===== src/rtl/fetch_prefetch_pkg.sv =====
// Shared types for the prefetching fetch stage: bus request/response
// structs, the fetch-to-decode payload and the fetch FSM state encoding.
package fetch_prefetch_pkg;

    typedef logic [63:0] u64;
    typedef logic [31:0] u32;

    // Queue depth used when the fetch stage is instantiated.
    localparam int FETCH_QUEUE_DEPTH = 4;

    // Instructions are 4-byte aligned; redirect targets are forced onto that grid.
    localparam u64 PC_ALIGN_MASK = ~64'd3;

    typedef struct packed {
        u64   addr;
        logic valid;
    } ibus_req_t;

    typedef struct packed {
        u64   data;
        logic data_ok;
    } ibus_resp_t;

    typedef struct packed {
        u64   pc;
        u32   raw_instr;
        u64   iresp_data;
        logic valid;
        logic bubble;
    } fetch_data_t;

    typedef enum logic [1:0] {
        IDLE,
        REQ,
        DISCARD
    } fetch_state_t;

    function automatic u64 align_pc(input u64 pc);
        return pc & PC_ALIGN_MASK;
    endfunction

endpackage


===== src/rtl/fetch_prefetch_queue.sv =====
// fetch_queue: DEPTH-entry FIFO of fetch_data_t with synchronous flush.
// The caller never pushes when full or pops when empty.
module fetch_queue
    import fetch_prefetch_pkg::*;
#(
    parameter int DEPTH = 4
) (
    input  logic                     clk,
    input  logic                     reset,
    input  logic                     push,
    input  logic                     pop,
    input  logic                     flush,
    input  fetch_data_t              push_data,
    output fetch_data_t              head,
    output logic [$clog2(DEPTH):0]   count
);

    localparam int AW = $clog2(DEPTH);

    fetch_data_t     mem [DEPTH];
    logic [AW-1:0]   wr_ptr;
    logic [AW-1:0]   rd_ptr;

    // Pointers and occupancy; pointers wrap naturally since DEPTH is a power of two.
    always_ff @(posedge clk or posedge reset) begin
        if (reset) begin
            wr_ptr <= '0;
            rd_ptr <= '0;
            count  <= '0;
        end else if (flush) begin
            wr_ptr <= '0;
            rd_ptr <= '0;
            count  <= '0;
        end else begin
            if (push) wr_ptr <= wr_ptr + 1'b1;
            if (pop)  rd_ptr <= rd_ptr + 1'b1;
            case ({push, pop})
                2'b10:   count <= count + 1'b1;
                2'b01:   count <= count - 1'b1;
                default: count <= count;
            endcase
        end
    end

    // Entry storage.
    // NOTE: the array has no reset; an entry is only observed once count says it was written.
    always_ff @(posedge clk) begin
        if (push && !flush) mem[wr_ptr] <= push_data;
    end

    assign head = mem[rd_ptr];

endmodule


===== src/rtl/fetch_prefetch.sv =====
// fetch_prefetch: sequential-PC fetch stage with one outstanding ibus
// request, a DEPTH-entry instruction queue and redirect handling.
// Define FETCH_STATS_EN to get live push/drop counters on stat_*.
module fetch_prefetch
    import fetch_prefetch_pkg::*;
#(
    parameter int DEPTH       = FETCH_QUEUE_DEPTH,
    parameter u64 RESET_PC    = 64'h8000_0000,
    parameter int INSTR_BYTES = 4
) (
    input  logic        clk,
    input  logic        reset,
    output ibus_req_t   ireq,
    input  ibus_resp_t  iresp,
    input  logic        redirect_valid,
    input  u64          redirect_pc,
    output logic        out_valid,
    input  logic        out_ready,
    output fetch_data_t dataF,
    output u64          fetch_pc,
    output u64          stat_fetched,
    output u64          stat_dropped
);

    localparam int            CW      = $clog2(DEPTH) + 1;
    localparam logic [CW-1:0] DEPTH_C = CW'(DEPTH);

    fetch_state_t  state_q, state_d;
    u64            pc_q, pc_d;
    u64            addr_q, addr_d;
    logic [CW-1:0] count;
    logic [CW-1:0] count_next;
    logic          push;
    logic          pop;
    fetch_data_t   push_data;

    // A redirect squashes both the incoming response and any hand-off to decode.
    assign out_valid  = (count != '0);
    assign pop        = out_valid && out_ready && !redirect_valid;
    assign push       = (state_q == REQ) && iresp.data_ok && !redirect_valid;
    assign count_next = count + CW'(push) - CW'(pop);

    assign push_data = '{pc:         pc_q,
                         raw_instr:  iresp.data[31:0],
                         iresp_data: iresp.data,
                         valid:      1'b1,
                         bubble:     1'b0};

    fetch_queue #(.DEPTH(DEPTH)) u_queue (
        .clk       (clk),
        .reset     (reset),
        .push      (push),
        .pop       (pop),
        .flush     (redirect_valid),
        .push_data (push_data),
        .head      (dataF),
        .count     (count)
    );

    // Next-state, next-PC and next bus address.
    // NOTE: every target gets a default first so no path leaves a latch behind.
    always_comb begin
        state_d = state_q;
        pc_d    = pc_q;
        unique case (state_q)
            IDLE: begin
                if (redirect_valid || (count < DEPTH_C)) state_d = REQ;
            end
            REQ: begin
                if (redirect_valid) begin
                    state_d = iresp.data_ok ? REQ : DISCARD;
                end else if (iresp.data_ok) begin
                    state_d = (count_next < DEPTH_C) ? REQ : IDLE;
                    pc_d    = pc_q + u64'(INSTR_BYTES);
                end
            end
            DISCARD: begin
                if (iresp.data_ok) state_d = REQ;
            end
            default: state_d = IDLE;
        endcase
        if (redirect_valid) pc_d = align_pc(redirect_pc);
        // The stale request must keep its address on the bus until it completes.
        addr_d = (state_d == DISCARD) ? addr_q : pc_d;
    end

    // State, PC and registered bus address.
    // NOTE: non-blocking assignments so every flop samples pre-edge values.
    always_ff @(posedge clk or posedge reset) begin
        if (reset) begin
            state_q <= IDLE;
            pc_q    <= RESET_PC;
            addr_q  <= RESET_PC;
        end else begin
            state_q <= state_d;
            pc_q    <= pc_d;
            addr_q  <= addr_d;
        end
    end

    assign ireq.valid = (state_q != IDLE);
    assign ireq.addr  = addr_q;
    assign fetch_pc   = pc_q;

`ifdef FETCH_STATS_EN
    u64   fetched_q;
    u64   dropped_q;
    logic drop;

    // A response is dropped when it belongs to a request squashed by a redirect.
    assign drop = iresp.data_ok &&
                  ((state_q == DISCARD) || ((state_q == REQ) && redirect_valid));

    // Free-running event counters, wrapping at 2^64.
    always_ff @(posedge clk or posedge reset) begin
        if (reset) begin
            fetched_q <= '0;
            dropped_q <= '0;
        end else begin
            if (push) fetched_q <= fetched_q + 64'd1;
            if (drop) dropped_q <= dropped_q + 64'd1;
        end
    end

    assign stat_fetched = fetched_q;
    assign stat_dropped = dropped_q;
`else
    assign stat_fetched = '0;
    assign stat_dropped = '0;
`endif

endmodule


===== config.mk =====
export PLATFORM = sky130hd
export DESIGN_NAME = fetch_prefetch
export DESIGN_NICKNAME = d
export VERILOG_FILES = /design/src/rtl/fetch_prefetch_pkg.sv /design/src/rtl/fetch_prefetch_queue.sv /design/src/rtl/fetch_prefetch.sv
export SDC_FILE = /design/constraint.sdc
export NUM_CORES = 1
export LEC_CHECK = 0
export ABC_AREA = 0
export CAP_MARGIN = 20
export CORE_ASPECT_RATIO = 1.5
export CORE_UTILIZATION = 45
export DETAILED_ROUTE_END_ITERATION = 8
export PLACE_DENSITY = 0.72
export SKIP_CTS_REPAIR_TIMING = 1
export SYNTH_ARGS = -nofsm -noshare
export SYNTH_HDL_FRONTEND = slang
export SYNTH_HIERARCHICAL = 1
export SYNTH_SLANG_ARGS = --single-unit

===== constraint.sdc =====
create_clock -name clk -period 14.1 [get_ports clk]
set_input_delay 2.115 -clock clk [delete_from_list [all_inputs] [get_ports clk]]
set_output_delay 2.115 -clock clk [all_outputs]
set_load 0.02 [all_outputs]

After elaboration in Yosys (flattened, before gate mapping)
Memory sizes are Yosys's and may differ from the RTL's.
Cells that the tools add are included.
{"block": "op_classes", "add_sub_neg": 7, "n_lt_le_gt_ge": 2, "eq_ne": 5, "mux": 18, "reduce_logical": 13}
{"operator": "2-to-1 mux 64 bit", "count": 3}
{"operator": "adder 64 x 3 -> 64 bit, second input constant", "count": 1}
{"operator": "2-to-1 mux 2 bit", "count": 9}
{"operator": "equality test 2 bit, second input constant", "count": 3}
{"operator": "less-than comparator 3 bit, second input constant", "count": 2}
{"operator": "case mux 2 bit (3 select lines)", "count": 1}
{"operator": "case mux 3 bit (2 select lines)", "count": 1}
{"operator": "nonzero test 2 bit", "count": 3}
{"operator": "nonzero test 3 bit", "count": 2}
{"operator": "logical AND 1 bit", "count": 5}
{"operator": "adder 2 x 1 -> 2 bit, second input constant", "count": 2}
{"operator": "equality test 2 x 1 -> 1 bit, second input constant", "count": 2}
{"operator": "adder 3 x 1 -> 3 bit", "count": 1}
{"operator": "adder 3 x 1 -> 3 bit, second input constant", "count": 1}
{"operator": "2-to-1 mux 1 bit", "count": 3}
{"operator": "2-to-1 mux 3 bit", "count": 1}
{"operator": "subtractor 3 x 1 -> 3 bit", "count": 1}
{"operator": "subtractor 3 x 1 -> 3 bit, second input constant", "count": 1}
{"operator": "logical NOT 2 bit", "count": 1}
{"operator": "logical NOT 1 bit", "count": 1}
{"operator": "logical OR 1 bit", "count": 1}
{"block": "totals", "reg_bits": 137, "ramBits": 640, "input_bits": 133, "out_inout_bits": 420, "wordCells": 52, "n_memories": 1}
{"memory": "u_queue.mem", "depth": 4, "width": 160, "read_ports": 1, "rd_ports_with_merged_regs": 0, "write_ports": 1, "line": "fetch_prefetch_queue.sv:20", "rtl": "fetch_data_t mem [DEPTH];"}

Longest topological paths before layout
{"block": "logic_depth", "word_depth": 11, "depth_mapped": 13}

By module
The synthesis kept the hierarchy.
{"module": "fetch_queue", "n_inst": 1, "cells_each": 888, "area_per_inst_um2": 23770.3, "seq_area_each_um2": 19633.8}
{"module": "fetch_prefetch", "n_inst": 1, "cells_each": 781, "area_per_inst_um2": 7364.6, "seq_area_each_um2": 3255.6}

Worst setup path before layout
No wires, ideal clock.
{"block": "synth_path", "kind": "input-to-reg", "from": "input port redirect_valid", "to": "memory u_queue/mem[0][0] (netlist bit) (enable)", "t_arrival_ps": 7193, "required_time_ps": 13558, "setup_slack_ps": 6365, "stages": 9, "n_path_buf": 4, "path_cell_list": "clkbuf_1 clkinv_1 clkbuf_1 buf_1 nand2_1 inv_1 buf_2 nor2b_1 and2_1"}
{"block": "synth_between", "elab_chain_len": 5}
{"item": "start: declaration", "line": "fetch_prefetch.sv:15", "rtl": "input logic redirect_valid,"}
{"item": "logical NOT 1 bit", "line": "fetch_prefetch.sv:40", "rtl": "assign push = (state_q == REQ) && iresp.data_ok && !redirect_valid;"}
{"item": "logical AND 1 bit", "line": "fetch_prefetch.sv:40"}
{"item": "named net push", "line": "fetch_prefetch.sv:33", "rtl": "logic push;"}
{"item": "logical AND 1 bit", "line": "fetch_prefetch_queue.sv:48", "rtl": "if (push && !flush) mem[wr_ptr] <= push_data;"}
{"item": "2-to-1 mux 1 bit", "line": "fetch_prefetch_queue.sv:48"}
{"item": "2-to-1 mux 1 bit (implied by the code)", "line": "fetch_prefetch_queue.sv:48"}
{"item": "end: declaration", "line": "fetch_prefetch_queue.sv:20"}
The timed path passes the listed nets, and every way through them passes these cells.

==> reports/qor.yml <==
floorplanning:
  die_h_um: 324
  start_util: 0.456
  core-area_um2: 68200
  dieArea_um2: 70300
  num_rows: 117
  die_x_um: 217
  io_pins: 553
placed_design:
  hpwl_um: 45500
  dpl_cell_area_um2: 35800
  numPortBuffers: 422
  gp_congestion: 0.906
min_path:
  holdPathStages: 2
  hold_path_end: "addr_q[3]$_DFFE_PP0P_"
  hp-class: "flip-flop to flip-flop"
  hp-start: "addr_q[3]$_DFFE_PP0P_"
critical_path:
  max_stage_delay_ns: 1.04
  r2r_setup_slack_ns: 10.54
  critPathKind: "flip-flop to output pin"
  crit_arrival_ns: 4.46
  ff2ff_path_depth: 6
  path_common_cell: "buf_4"
  r2r_start: "state_q[1]$_DFF_PP0_"
  r2r-end: "u_queue/mem[1][75]$_DFFE_PP_"
  crit_chain: "buf_4 -> buf_4 -> mux4_2 -> clkdlybuf4s50_1"
  cp.required_ns: 11.98
  critPathMaxFanout: 45
  crit_slowest_cell: "dfrtp_4"
  cp-start-kind: "flip-flop"
  critical_path.startpoint: "u_queue/rd_ptr[0]$_DFFE_PP0P_"
  endpoint_kind: "output pin"
final_layout:
  area_growth_pct: 22.4
  final_area_um2: 38100
  layout_common_cells: "edfxtp_1, clkdlybuf4s50_1, mux4_2"
  seq_area_um2: 22900
  multi_input_area_um2: 7300
  final_common_cell: "edfxtp_1"
  drive_above_1_share: 0.161
  fillers: 5272
  nets: 2256
routing:
  drtPass1Iterations: 6
  wl_per_cell_um: 23.2
  dr.first_iter.drc_count: 868
  drt-total-wl_um: 70900
  ant_nets: 0
  vias: 16400
  drc: 0
  avgViaCountPerCell: 5.37
synthesis:
  synthArstFlopShare: 0.175
  syn_area_per_cell_um2: 18.7
  synth_cells: 1669
  ys_seq_area_frac: 0.735
  ys_ff_latch: 785
  synth-main-ff-cell: "edfxtp_1"
  yosysUniqueCellTypes: 49
  synth-edff-count: 648
  syn-cell-area_um2: 31100
  yosys_warnings: 6
sta:
  fmax_mhz: 152
  rsz0062_at_grt: "false"
  finalHoldWorstSlack_ns: 0.473
  timing.setup.tns_ns: 0
  finalCriticalPeriod_ns: 6.58
  slew_headroom: 0.333
  drv_slew: 0
  setup_violations: 0
  max_slew.worst_pin.slew_ns: 1.00
  final.setup_skew_ns: 0.0139
  fin_crit_sh: 0.466
  hold_viol: 0
clocking:
  cts-root-buf: "clkbuf_16"
  cts_made_buffers: 73
  htreeDepth: 3
  cts_sinks: 785
  clkTransAtPathRegs_ns: 0.06
  cts_tree: "done"
  clk-insertion-delay-late_ns: 0.61
  clk_path_buf_depth: 3
global_routing:
  grt_pass1_vias: 17200
  grt_pass1_wl_um: 106000
  grt_overflow: 0
  grt_antenna_before_repair: 1
  grt_usage: 0.202
  grt_max_degree: 74
status:
  outcome: "complete, no violations"
run:
  cap_violations: 0
pwr:
  ir_drop_uv: 112
  leakage_uw: 0.0128
  p_per_area_nw_per_um2: 141
-- how the worst max path moves through the flow --
stage,endpoint,slack [ns],cells past startpoint
final,dataF[97],7.52,4
after global routing,dataF[97],7.12,4
after CTS,dataF[75],7.31,4
after floorplan,u_queue/mem[0][0]$_DFFE_PP_,6.36,9
after global placement,dataF[101],8.00,4
after detailed placement,dataF[75],7.98,4
-- through the flow --
step | worst slack (ns) | utilization | total power, uW | cells
floorplan | 6.36 | - | 3180 | 1803
global placement | 8.00 | 0.525 | 3500 | 2932
detailed placement | 7.98 | 0.525 | 3510 | 2932
CTS | 7.31 | 0.559 | 5420 | 3061
global route | 7.12 | 0.559 | 5550 | 3061
finish | 7.52 | 0.559 | 5360 | 3062
-- state kept, by name, summed over array words and instances (netlist names) --
signal,cells
fetch_pc,64
u_queue/count,3
addr_q,64
u_queue/rd_ptr,2
u_queue/wr_ptr,2
state_q,2
u_queue/mem,648
-- cells in the mapped netlist, drive strengths merged (3+ instances only) --
library cell / number / area, um2
o31ai: 15 / 113
nand2: 89 / 334
o21a: 4 / 30.0
mux2: 44 / 495
a21oi: 9 / 45.0
mux4: 162 / 3650
nand3: 24 / 120
and3: 20 / 125
clkbuf: 38 / 143
and2: 11 / 68.8
inv: 22 / 82.6
a21o: 3 / 22.5
a221o: 15 / 150
nor3: 23 / 120
ha: 7 / 87.6
or3: 10 / 62.6
xnor2: 33 / 289
nor2: 61 / 229
mux2i: 3 / 30.0
or4: 9 / 71.3
o21ai: 29 / 145
or2: 3 / 18.8
nor4: 14 / 87.6
edfxtp: 648 / 19500
nor2b: 5 / 31.3
dfrtp: 135 / 3380
buf: 171 / 1240
nand4: 14 / 87.6
xor2: 15 / 131
nand3b: 3 / 22.5
a31oi: 9 / 56.3
-- critical path: cells and delay by family (launching register included) --
| kind | cells | cell delay (ns) |
|---|---|---|
| flops | 1 | 1.04 |
| buf+inv | 3 | 2.05 |
| mux | 1 | 0.61 |
-- logic make-up (layout without fill, tap and decap cells) --
group	Yosys count	after routing	share of synthesized area
other cells	2	137	0.000241
fa+ha+maj	8	8	0.00346
compound gates	91	91	0.0201
mux	209	209	0.134
buf+inv	232	598	0.0471
xor+xnor	48	48	0.0135
flops	785	785	0.735
simple gates	294	294	0.0464
-- per-layer routing --
| metal | global-route usage | wire length (um) | part of all wire |
|---|---|---|---|
| met2 | 0.342 | 35600 | 0.50 |
| met5 | 0 | 0 | 0 |
| met4 | 0.0859 | 2630 | 0.037 |
| met1 | 0.241 | 26900 | 0.38 |
| met3 | 0.0592 | 5850 | 0.082 |
-- where the power goes --
| group | internal, uW | switching (uW) |
|---|---|---|
| clock network | 1070 | 827 |
| registers | 2610 | 92.0 |
| logic | 350 | 404 |
| total | 4030 | 1320 |
-- cell type report --
type                    count  area share
flip-flops and latches    785       0.601
multi-input cells         786       0.191
repair buffers            446       0.116
clock buffers              94      0.0519
well taps                 892      0.0293
clock inverters            35     0.00841
inverters                  23     0.00240
diodes                      1   0.0000657
Note: power is estimated with default switching activity, not from simulation.
